===== src/rtl/midori_pkg.sv =====
// -----------------------------------------------------------------------------
// midori_pkg
//   Shared definitions for the Midori64 I/O sequencer slice: share and width
//   constants, run-length limits, the sequencer state encoding and a small
//   saturating-increment helper used by the cycle watchdog.
// -----------------------------------------------------------------------------
package midori_pkg;

  // Boolean shares per masked value and per-share widths.
  localparam int SHARES = 3;
  localparam int DATA_W = 64;
  localparam int KEY_W  = 128;

  // RUN-cycle window: done is honoured from MIN_CYC_DEF on, the run is
  // abandoned on RUN cycle MAX_CYC_DEF if no done has been seen.
  localparam int MIN_CYC_DEF = 2;
  localparam int MAX_CYC_DEF = 40;

  // Watchdog counter width (holds MAX_CYC_DEF with headroom to saturate).
  localparam int CNT_W = 6;

  typedef enum logic [1:0] {
    ST_IDLE = 2'd0,
    ST_LOAD = 2'd1,
    ST_RUN  = 2'd2,
    ST_HOLD = 2'd3
  } seq_state_t;

  // Increment that sticks at all-ones instead of wrapping back to zero.
  function automatic logic [CNT_W-1:0] cnt_sat_inc(input logic [CNT_W-1:0] v);
    if (v == {CNT_W{1'b1}}) begin
      return v;
    end else begin
      return v + {{(CNT_W-1){1'b0}}, 1'b1};
    end
  endfunction

endpackage


===== src/rtl/midori_cycle_watchdog.sv =====
// -----------------------------------------------------------------------------
// midori_cycle_watchdog
//   Counts RUN cycles for the sequencer. The count restarts on clear, advances
//   (saturating) while enabled, and decodes the two thresholds the FSM needs.
//
// Ports
//   clk      in   clock, rising edge
//   rst      in   asynchronous active-low reset
//   clear    in   restart the count at zero
//   enable   in   advance the count this cycle
//   cyc_cnt  out  current RUN-cycle count (saturating)
//   ge_min   out  count has reached MIN_CYC (core_done may be trusted)
//   timeout  out  count is at MAX_CYC-1 (last RUN cycle before giving up)
// -----------------------------------------------------------------------------
module midori_cycle_watchdog
  import midori_pkg::*;
#(
  parameter int MIN_CYC = MIN_CYC_DEF,
  parameter int MAX_CYC = MAX_CYC_DEF
) (
  input  logic             clk,
  input  logic             rst,
  input  logic             clear,
  input  logic             enable,
  output logic [CNT_W-1:0] cyc_cnt,
  output logic             ge_min,
  output logic             timeout
);

  localparam logic [CNT_W-1:0] MIN_V  = CNT_W'(MIN_CYC);
  localparam logic [CNT_W-1:0] LAST_V = CNT_W'(MAX_CYC - 1);

  logic [CNT_W-1:0] cnt_r;

  // RUN-cycle counter: clear wins over enable so LOAD always starts at zero.
  always_ff @(posedge clk or negedge rst) begin
    if (!rst) begin
      cnt_r <= {CNT_W{1'b0}};
    end else if (clear) begin
      cnt_r <= {CNT_W{1'b0}};
    end else if (enable) begin
      cnt_r <= cnt_sat_inc(cnt_r);
    end else begin
      cnt_r <= cnt_r;
    end
  end

  assign cyc_cnt = cnt_r;
  assign ge_min  = (cnt_r >= MIN_V);
  assign timeout = (cnt_r == LAST_V);

endmodule


===== src/rtl/midori_io_sequencer.sv =====
// -----------------------------------------------------------------------------
// midori_io_sequencer
//   Valid/ready front end for the shared masked Midori64 core. Takes one
//   plaintext/key share set, pulses core_start for one cycle, holds the core
//   inputs stable for the whole run, captures the ciphertext shares on the
//   first trustworthy core_done and offers them on a valid/ready output.
//   Shares are only ever moved as whole vectors, never recombined.
//   A RUN-cycle watchdog abandons a run whose core never signals done and
//   raises a sticky err until the next accepted input.
//
// Ports
//   clk        in   clock, rising edge
//   rst        in   asynchronous active-low reset
//   in_valid   in   input set offered
//   in_ready   out  sequencer can accept (IDLE only)
//   in_pt      in   plaintext shares, share i at [i*DATA_W +: DATA_W]
//   in_key     in   key shares, share i at [i*KEY_W +: KEY_W]
//   core_start out  one-cycle start pulse to the round controller
//   core_pt    out  registered plaintext shares to the core
//   core_key   out  registered key shares to the core
//   core_done  in   done level from the round controller
//   core_ct    in   ciphertext shares from the datapath
//   out_valid  out  ciphertext held and offered
//   out_ready  in   consumer accepts
//   out_ct     out  captured ciphertext shares
//   busy       out  sequencer not IDLE
//   err        out  sticky watchdog timeout flag
// -----------------------------------------------------------------------------
module midori_io_sequencer
  import midori_pkg::*;
#(
  parameter int MIN_CYC = MIN_CYC_DEF,
  parameter int MAX_CYC = MAX_CYC_DEF
) (
  input  logic                     clk,
  input  logic                     rst,
  input  logic                     in_valid,
  output logic                     in_ready,
  input  logic [SHARES*DATA_W-1:0] in_pt,
  input  logic [SHARES*KEY_W-1:0]  in_key,
  output logic                     core_start,
  output logic [SHARES*DATA_W-1:0] core_pt,
  output logic [SHARES*KEY_W-1:0]  core_key,
  input  logic                     core_done,
  input  logic [SHARES*DATA_W-1:0] core_ct,
  output logic                     out_valid,
  input  logic                     out_ready,
  output logic [SHARES*DATA_W-1:0] out_ct,
  output logic                     busy,
  output logic                     err
);

  localparam int PT_W = SHARES * DATA_W;
  localparam int K_W  = SHARES * KEY_W;
  localparam logic [CNT_W-1:0] LAST_V = CNT_W'(MAX_CYC - 1);

  seq_state_t state_r;
  seq_state_t state_nxt_s;

  logic load_in_s;
  logic capture_s;
  logic err_set_s;
  logic err_clr_s;
  logic wd_clear_s;
  logic wd_enable_s;

  logic [CNT_W-1:0] wd_cnt_s;
  logic             wd_ge_min_s;
  logic             wd_timeout_s;

  logic            in_ready_r;
  logic            core_start_r;
  logic            out_valid_r;
  logic            busy_r;
  logic            err_r;
  logic [PT_W-1:0] core_pt_r;
  logic [K_W-1:0]  core_key_r;
  logic [PT_W-1:0] out_ct_r;

  midori_cycle_watchdog #(
    .MIN_CYC (MIN_CYC),
    .MAX_CYC (MAX_CYC)
  ) u_watchdog (
    .clk     (clk),
    .rst     (rst),
    .clear   (wd_clear_s),
    .enable  (wd_enable_s),
    .cyc_cnt (wd_cnt_s),
    .ge_min  (wd_ge_min_s),
    .timeout (wd_timeout_s)
  );

  // Sequencer state register.
  always_ff @(posedge clk or negedge rst) begin
    if (!rst) begin
      state_r <= ST_IDLE;
    end else begin
      state_r <= state_nxt_s;
    end
  end

  // Next-state and per-cycle control strobes.
  always_comb begin
    state_nxt_s = state_r;
    load_in_s   = 1'b0;
    capture_s   = 1'b0;
    err_set_s   = 1'b0;
    err_clr_s   = 1'b0;
    wd_clear_s  = 1'b0;
    wd_enable_s = 1'b0;
    case (state_r)
      ST_IDLE: begin
        if (in_valid) begin
          load_in_s   = 1'b1;
          err_clr_s   = 1'b1;
          state_nxt_s = ST_LOAD;
        end else begin
          state_nxt_s = ST_IDLE;
        end
      end
      ST_LOAD: begin
        wd_clear_s  = 1'b1;
        state_nxt_s = ST_RUN;
      end
      ST_RUN: begin
        wd_enable_s = 1'b1;
        // A done seen in the first MIN_CYC run cycles may be left over from
        // the previous run, so it only counts once ge_min is up. Capture is
        // checked first so a done on the timeout cycle still delivers.
        if (core_done && wd_ge_min_s) begin
          capture_s   = 1'b1;
          state_nxt_s = ST_HOLD;
        end else if (wd_timeout_s || (wd_cnt_s > LAST_V)) begin
          // The overrun compare also recovers if the counter is ever upset
          // past the timeout value.
          err_set_s   = 1'b1;
          state_nxt_s = ST_IDLE;
        end else begin
          state_nxt_s = ST_RUN;
        end
      end
      ST_HOLD: begin
        if (out_ready) begin
          state_nxt_s = ST_IDLE;
        end else begin
          state_nxt_s = ST_HOLD;
        end
      end
      default: begin
        state_nxt_s = ST_IDLE;
      end
    endcase
  end

  // Handshake/status outputs, registered from the next state so they line up
  // with the state they describe and carry no combinational path from inputs.
  always_ff @(posedge clk or negedge rst) begin
    if (!rst) begin
      in_ready_r   <= 1'b1;
      core_start_r <= 1'b0;
      out_valid_r  <= 1'b0;
      busy_r       <= 1'b0;
    end else begin
      in_ready_r   <= (state_nxt_s == ST_IDLE);
      core_start_r <= (state_nxt_s == ST_LOAD);
      out_valid_r  <= (state_nxt_s == ST_HOLD);
      busy_r       <= (state_nxt_s != ST_IDLE);
    end
  end

  // Sticky timeout flag: cleared only by a new accepted input or reset.
  always_ff @(posedge clk or negedge rst) begin
    if (!rst) begin
      err_r <= 1'b0;
    end else if (err_clr_s) begin
      err_r <= 1'b0;
    end else if (err_set_s) begin
      err_r <= 1'b1;
    end else begin
      err_r <= err_r;
    end
  end

  // Core input share registers: written only on an IDLE acceptance.
  always_ff @(posedge clk or negedge rst) begin
    if (!rst) begin
      core_pt_r  <= {PT_W{1'b0}};
      core_key_r <= {K_W{1'b0}};
    end else if (load_in_s) begin
      core_pt_r  <= in_pt;
      core_key_r <= in_key;
    end else begin
      core_pt_r  <= core_pt_r;
      core_key_r <= core_key_r;
    end
  end

  // Result share register: written only on a qualifying done.
  always_ff @(posedge clk or negedge rst) begin
    if (!rst) begin
      out_ct_r <= {PT_W{1'b0}};
    end else if (capture_s) begin
      out_ct_r <= core_ct;
    end else begin
      out_ct_r <= out_ct_r;
    end
  end

  assign in_ready   = in_ready_r;
  assign core_start = core_start_r;
  assign out_valid  = out_valid_r;
  assign busy       = busy_r;
  assign err        = err_r;
  assign core_pt    = core_pt_r;
  assign core_key   = core_key_r;
  assign out_ct     = out_ct_r;

endmodule


===== config.mk =====
export PLATFORM = sky130hd
export DESIGN_NAME = midori_io_sequencer
export DESIGN_NICKNAME = d
export VERILOG_FILES = /design/src/rtl/midori_pkg.sv /design/src/rtl/midori_cycle_watchdog.sv /design/src/rtl/midori_io_sequencer.sv
export SDC_FILE = /design/constraint.sdc
export NUM_CORES = 1
export LEC_CHECK = 0
export ABC_AREA = 1
export CAP_MARGIN = 20
export CORE_AREA = 2 2 611 613
export DETAILED_ROUTE_END_ITERATION = 16
export DIE_AREA = 0 0 613 615
export GPL_TIMING_DRIVEN = 0
export PLACE_DENSITY_LB_ADDON = 0.12
export SETUP_SLACK_MARGIN = 0.2
export SLEW_MARGIN = 20
export SYNTH_ARGS = -nofsm -noshare
export SYNTH_HDL_FRONTEND = slang
export SYNTH_SLANG_ARGS = --single-unit

===== constraint.sdc =====
create_clock -name clk -period 1.6 [get_ports clk]
set_input_delay 0.24 -clock clk [delete_from_list [all_inputs] [get_ports clk]]
set_output_delay 0.24 -clock clk [all_outputs]
set_load 0.01 [all_outputs]

==> impl_metrics.ini <==
[run_status]
status = complete, but fails checks
violations = negative hold slack, negative setup slack

[yosys]
syn_nets = 4108
ys_warn_count = 0
synthTopCellsByArea = dfrtp_1, nand2_1, o21ai_2, inv_1, buf_2
synth_top_cell_by_area = dfrtp_1
yosysSeqAreaShare_pct = 64.5
syn-cell-area_um2 = 30300
syn_avg_cell_area_um2 = 9.11
synth-seq-cells = 781
synth_top_area_share_pct = 64.4
synth_cell_types = 25
syn_inst = 3328

[floorplanning]
boundaryPins = 1546
initial_core_util_pct = 8.17
row_count = 224
core-area_um2 = 371000
die_h_um = 615
dieArea_um2 = 377000
die_w_um = 613

[global_route]
grt_pass1_vias = 34100
antenna_found_initial = 72
grt_max_degree = 116
gr-total-overflow = 0
grt_use_total_pct = 12.2
grt_pass1_wl_mm = 314

[place]
post-dp-hpwl_mm = 191
placed_area_um2 = 52300
port_buffers = 1545
gp_congestion = 0.810

[cells_and_area]
synthToLayoutAreaGrowth_pct = 123
stdcell_area_um2 = 67600
nets = 6615
drive_above_1_share_pct = 20.0
fin_util_pct = 18.2

[worst_setup_path]
worstPathArrival_ps = 2640
critPathMaxFanout = 11
cp_slowest_cell = dfrtp_1
max_stage_delay_ps = 370
critPathLaunchType = register
cp-end-kind = register
crit_required_ps = 2360
cp_top_family = buffers and inverters
path_cells = inv_2, ha_4, nand2_8, clkinv_16, buf_4, buf_12, buf_4, buf_12, nand2_1, nand2_1
worstSetupPathType = reg -> reg
crit_buf_inv = 6

[detailed_routing]
wl_per_cell_um = 22.1
dr_total_vias = 32000
drcViolationCount = 0
postRouteAntennaNets = 0
drt_first_pass_iters = 5
vias_per_cell = 2.93
routed_wirelength_mm = 241
drt-initial-drc-count = 1187

[sta]
period_share_pct = 118
setup_ws_ps = -282
hold_violations = 346
slew_violations = 0
rsz0062_at_grt = yes
whs_ps = -725
worst_clock_skew_ps = 46.3
fin_crit_ps = 1880
setup_violations = 1531
maxClockFrequency_mhz = 531
setup-tns-final_ps = -209340
tightest_slew_ps = 864
relSlewSlack_pct = 42.4

[job]
drv_cap = 0

[cts]
cts_sinks = 781
cts_max_level = 3
clock_tree.root_cell = clkbuf_16
numCtsBuffers = 121
cts_tree = done
hold_buffers = 730
path_clk_slew_ps = 60
clk_latency_ps = 860
cts_buffer_depth = 4

[min_path]
hold_class = in -> async

[power_and_ir_drop]
ir_worst_vdd_mv = 0.857
power_density_nw_per_um2 = 1770
p_leak_uw = 0.0319
## flip-flops by register name, summed over array words and instances (netlist names)
signal,count
busy,1
core_key,384
core_pt,192
core_start,1
err,1
in_ready,1
out_ct,192
out_valid,1
state_r,2
u_watchdog.cyc_cnt,6
## timing repair
item	CTS	global route
pin swaps	3	14
gates cloned	14	47
gates resized for setup	1984	625
setup buffers	21	20
setup endpoints to repair	1697	1669
endpoints found under the hold margin	1127	277
## layer usage
metal	GRT usage [%]	up-vias	routed length (um)
li1	-	15200	-
met1	12.6	15500	86600
met2	23.5	1001	130000
met3	4.09	297	18600
met4	2.61	10	5630
met5	0	-	59
## final cells by class
class / instances / area [um^2]
fillers: 41400 / 303000
repair buffers: 2383 / 24100
flip-flops and latches: 781 / 19600
multi-input cells: 2172 / 10300
well taps: 4972 / 6220
clock buffers: 183 / 3590
plain buffers: 168 / 2320
inverters: 207 / 803
clock inverters: 34 / 598
diodes: 15 / 37.5
repair inverters: 1 / 8.76
## Yosys cell counts, drive strengths merged
cell and n:
nor2 7, inv 207, dfrtp 780, clkbuf 52
buf 116, a21oi 9, dfstp 1, o21ai 197
nand3 9, nand4 2, xor2 1, ha 7
o31ai 1, nand2 1939
## worst paths after layout
check	startpoint	endpoint	slack [ps]	cells past startpoint
max in group asynchronous	rst	out_ct[81]	80	3
min	rst	core_key[312]	-720	1
min reg2reg	core_pt[28]	core_pt[28]	470	2
max	state_r[0]	core_key[5]	-280	10
min in group clk	core_ct[47]	out_ct[47]	80	3
max reg2reg	state_r[0]	core_key[5]	-280	10
## report_power, final
part	internal (uW)	switching, uW
registers	29100	6560
clock network	17700	11300
logic	24400	30600
## cells by family after synthesis
group,share of synthesized area [%]
buffers and inverters,5.71
xor gates and xnor gates,0.0289
adders and majority gates,0.289
and+or+nand+nor,24.4
AOI/OAI and AO/OA,5.10
DFF,64.5
## layout by cell type, fill, tap and decap left out, types with 4 or more instances in the layout
cell / instances
a21oi_1: 9
buf_12: 68
buf_16: 26
buf_2: 123
buf_4: 70
buf_6: 61
buf_8: 10
bufinv_16: 15
clkbuf_1: 32
clkbuf_16: 172
clkbuf_2: 20
clkbuf_4: 14
clkbuf_8: 41
clkdlybuf4s15_1: 103
clkdlybuf4s15_2: 116
clkdlybuf4s50_1: 771
clkinv_2: 9
clkinvlp_4: 5
dfrtp_1: 732
dfrtp_2: 48
diode_2: 15
dlygate4sd2_1: 373
dlygate4sd3_1: 730
ha_1: 5
inv_1: 203
nand2_1: 1733
nand2_2: 86
nand2_4: 116
nand2_8: 4
nand3_1: 7
nor2_1: 4
o21ai_0: 14
o21ai_1: 24
o21ai_2: 159
## per-stage QoR
stage | total power [uW] | hold slack [ps] | cells | worst slack, ps
floorplan | 52000 | -55.6 | 3328 | 154
global placement | 88200 | 462 | 9845 | -44390
detailed placement | 88000 | 168 | 9852 | -2220
CTS | 118000 | -787 | 10800 | -302
global route | 128000 | -779 | 10900 | -357
finish | 120000 | -725 | 10900 | -282
Power figures use the tool's default switching activity.
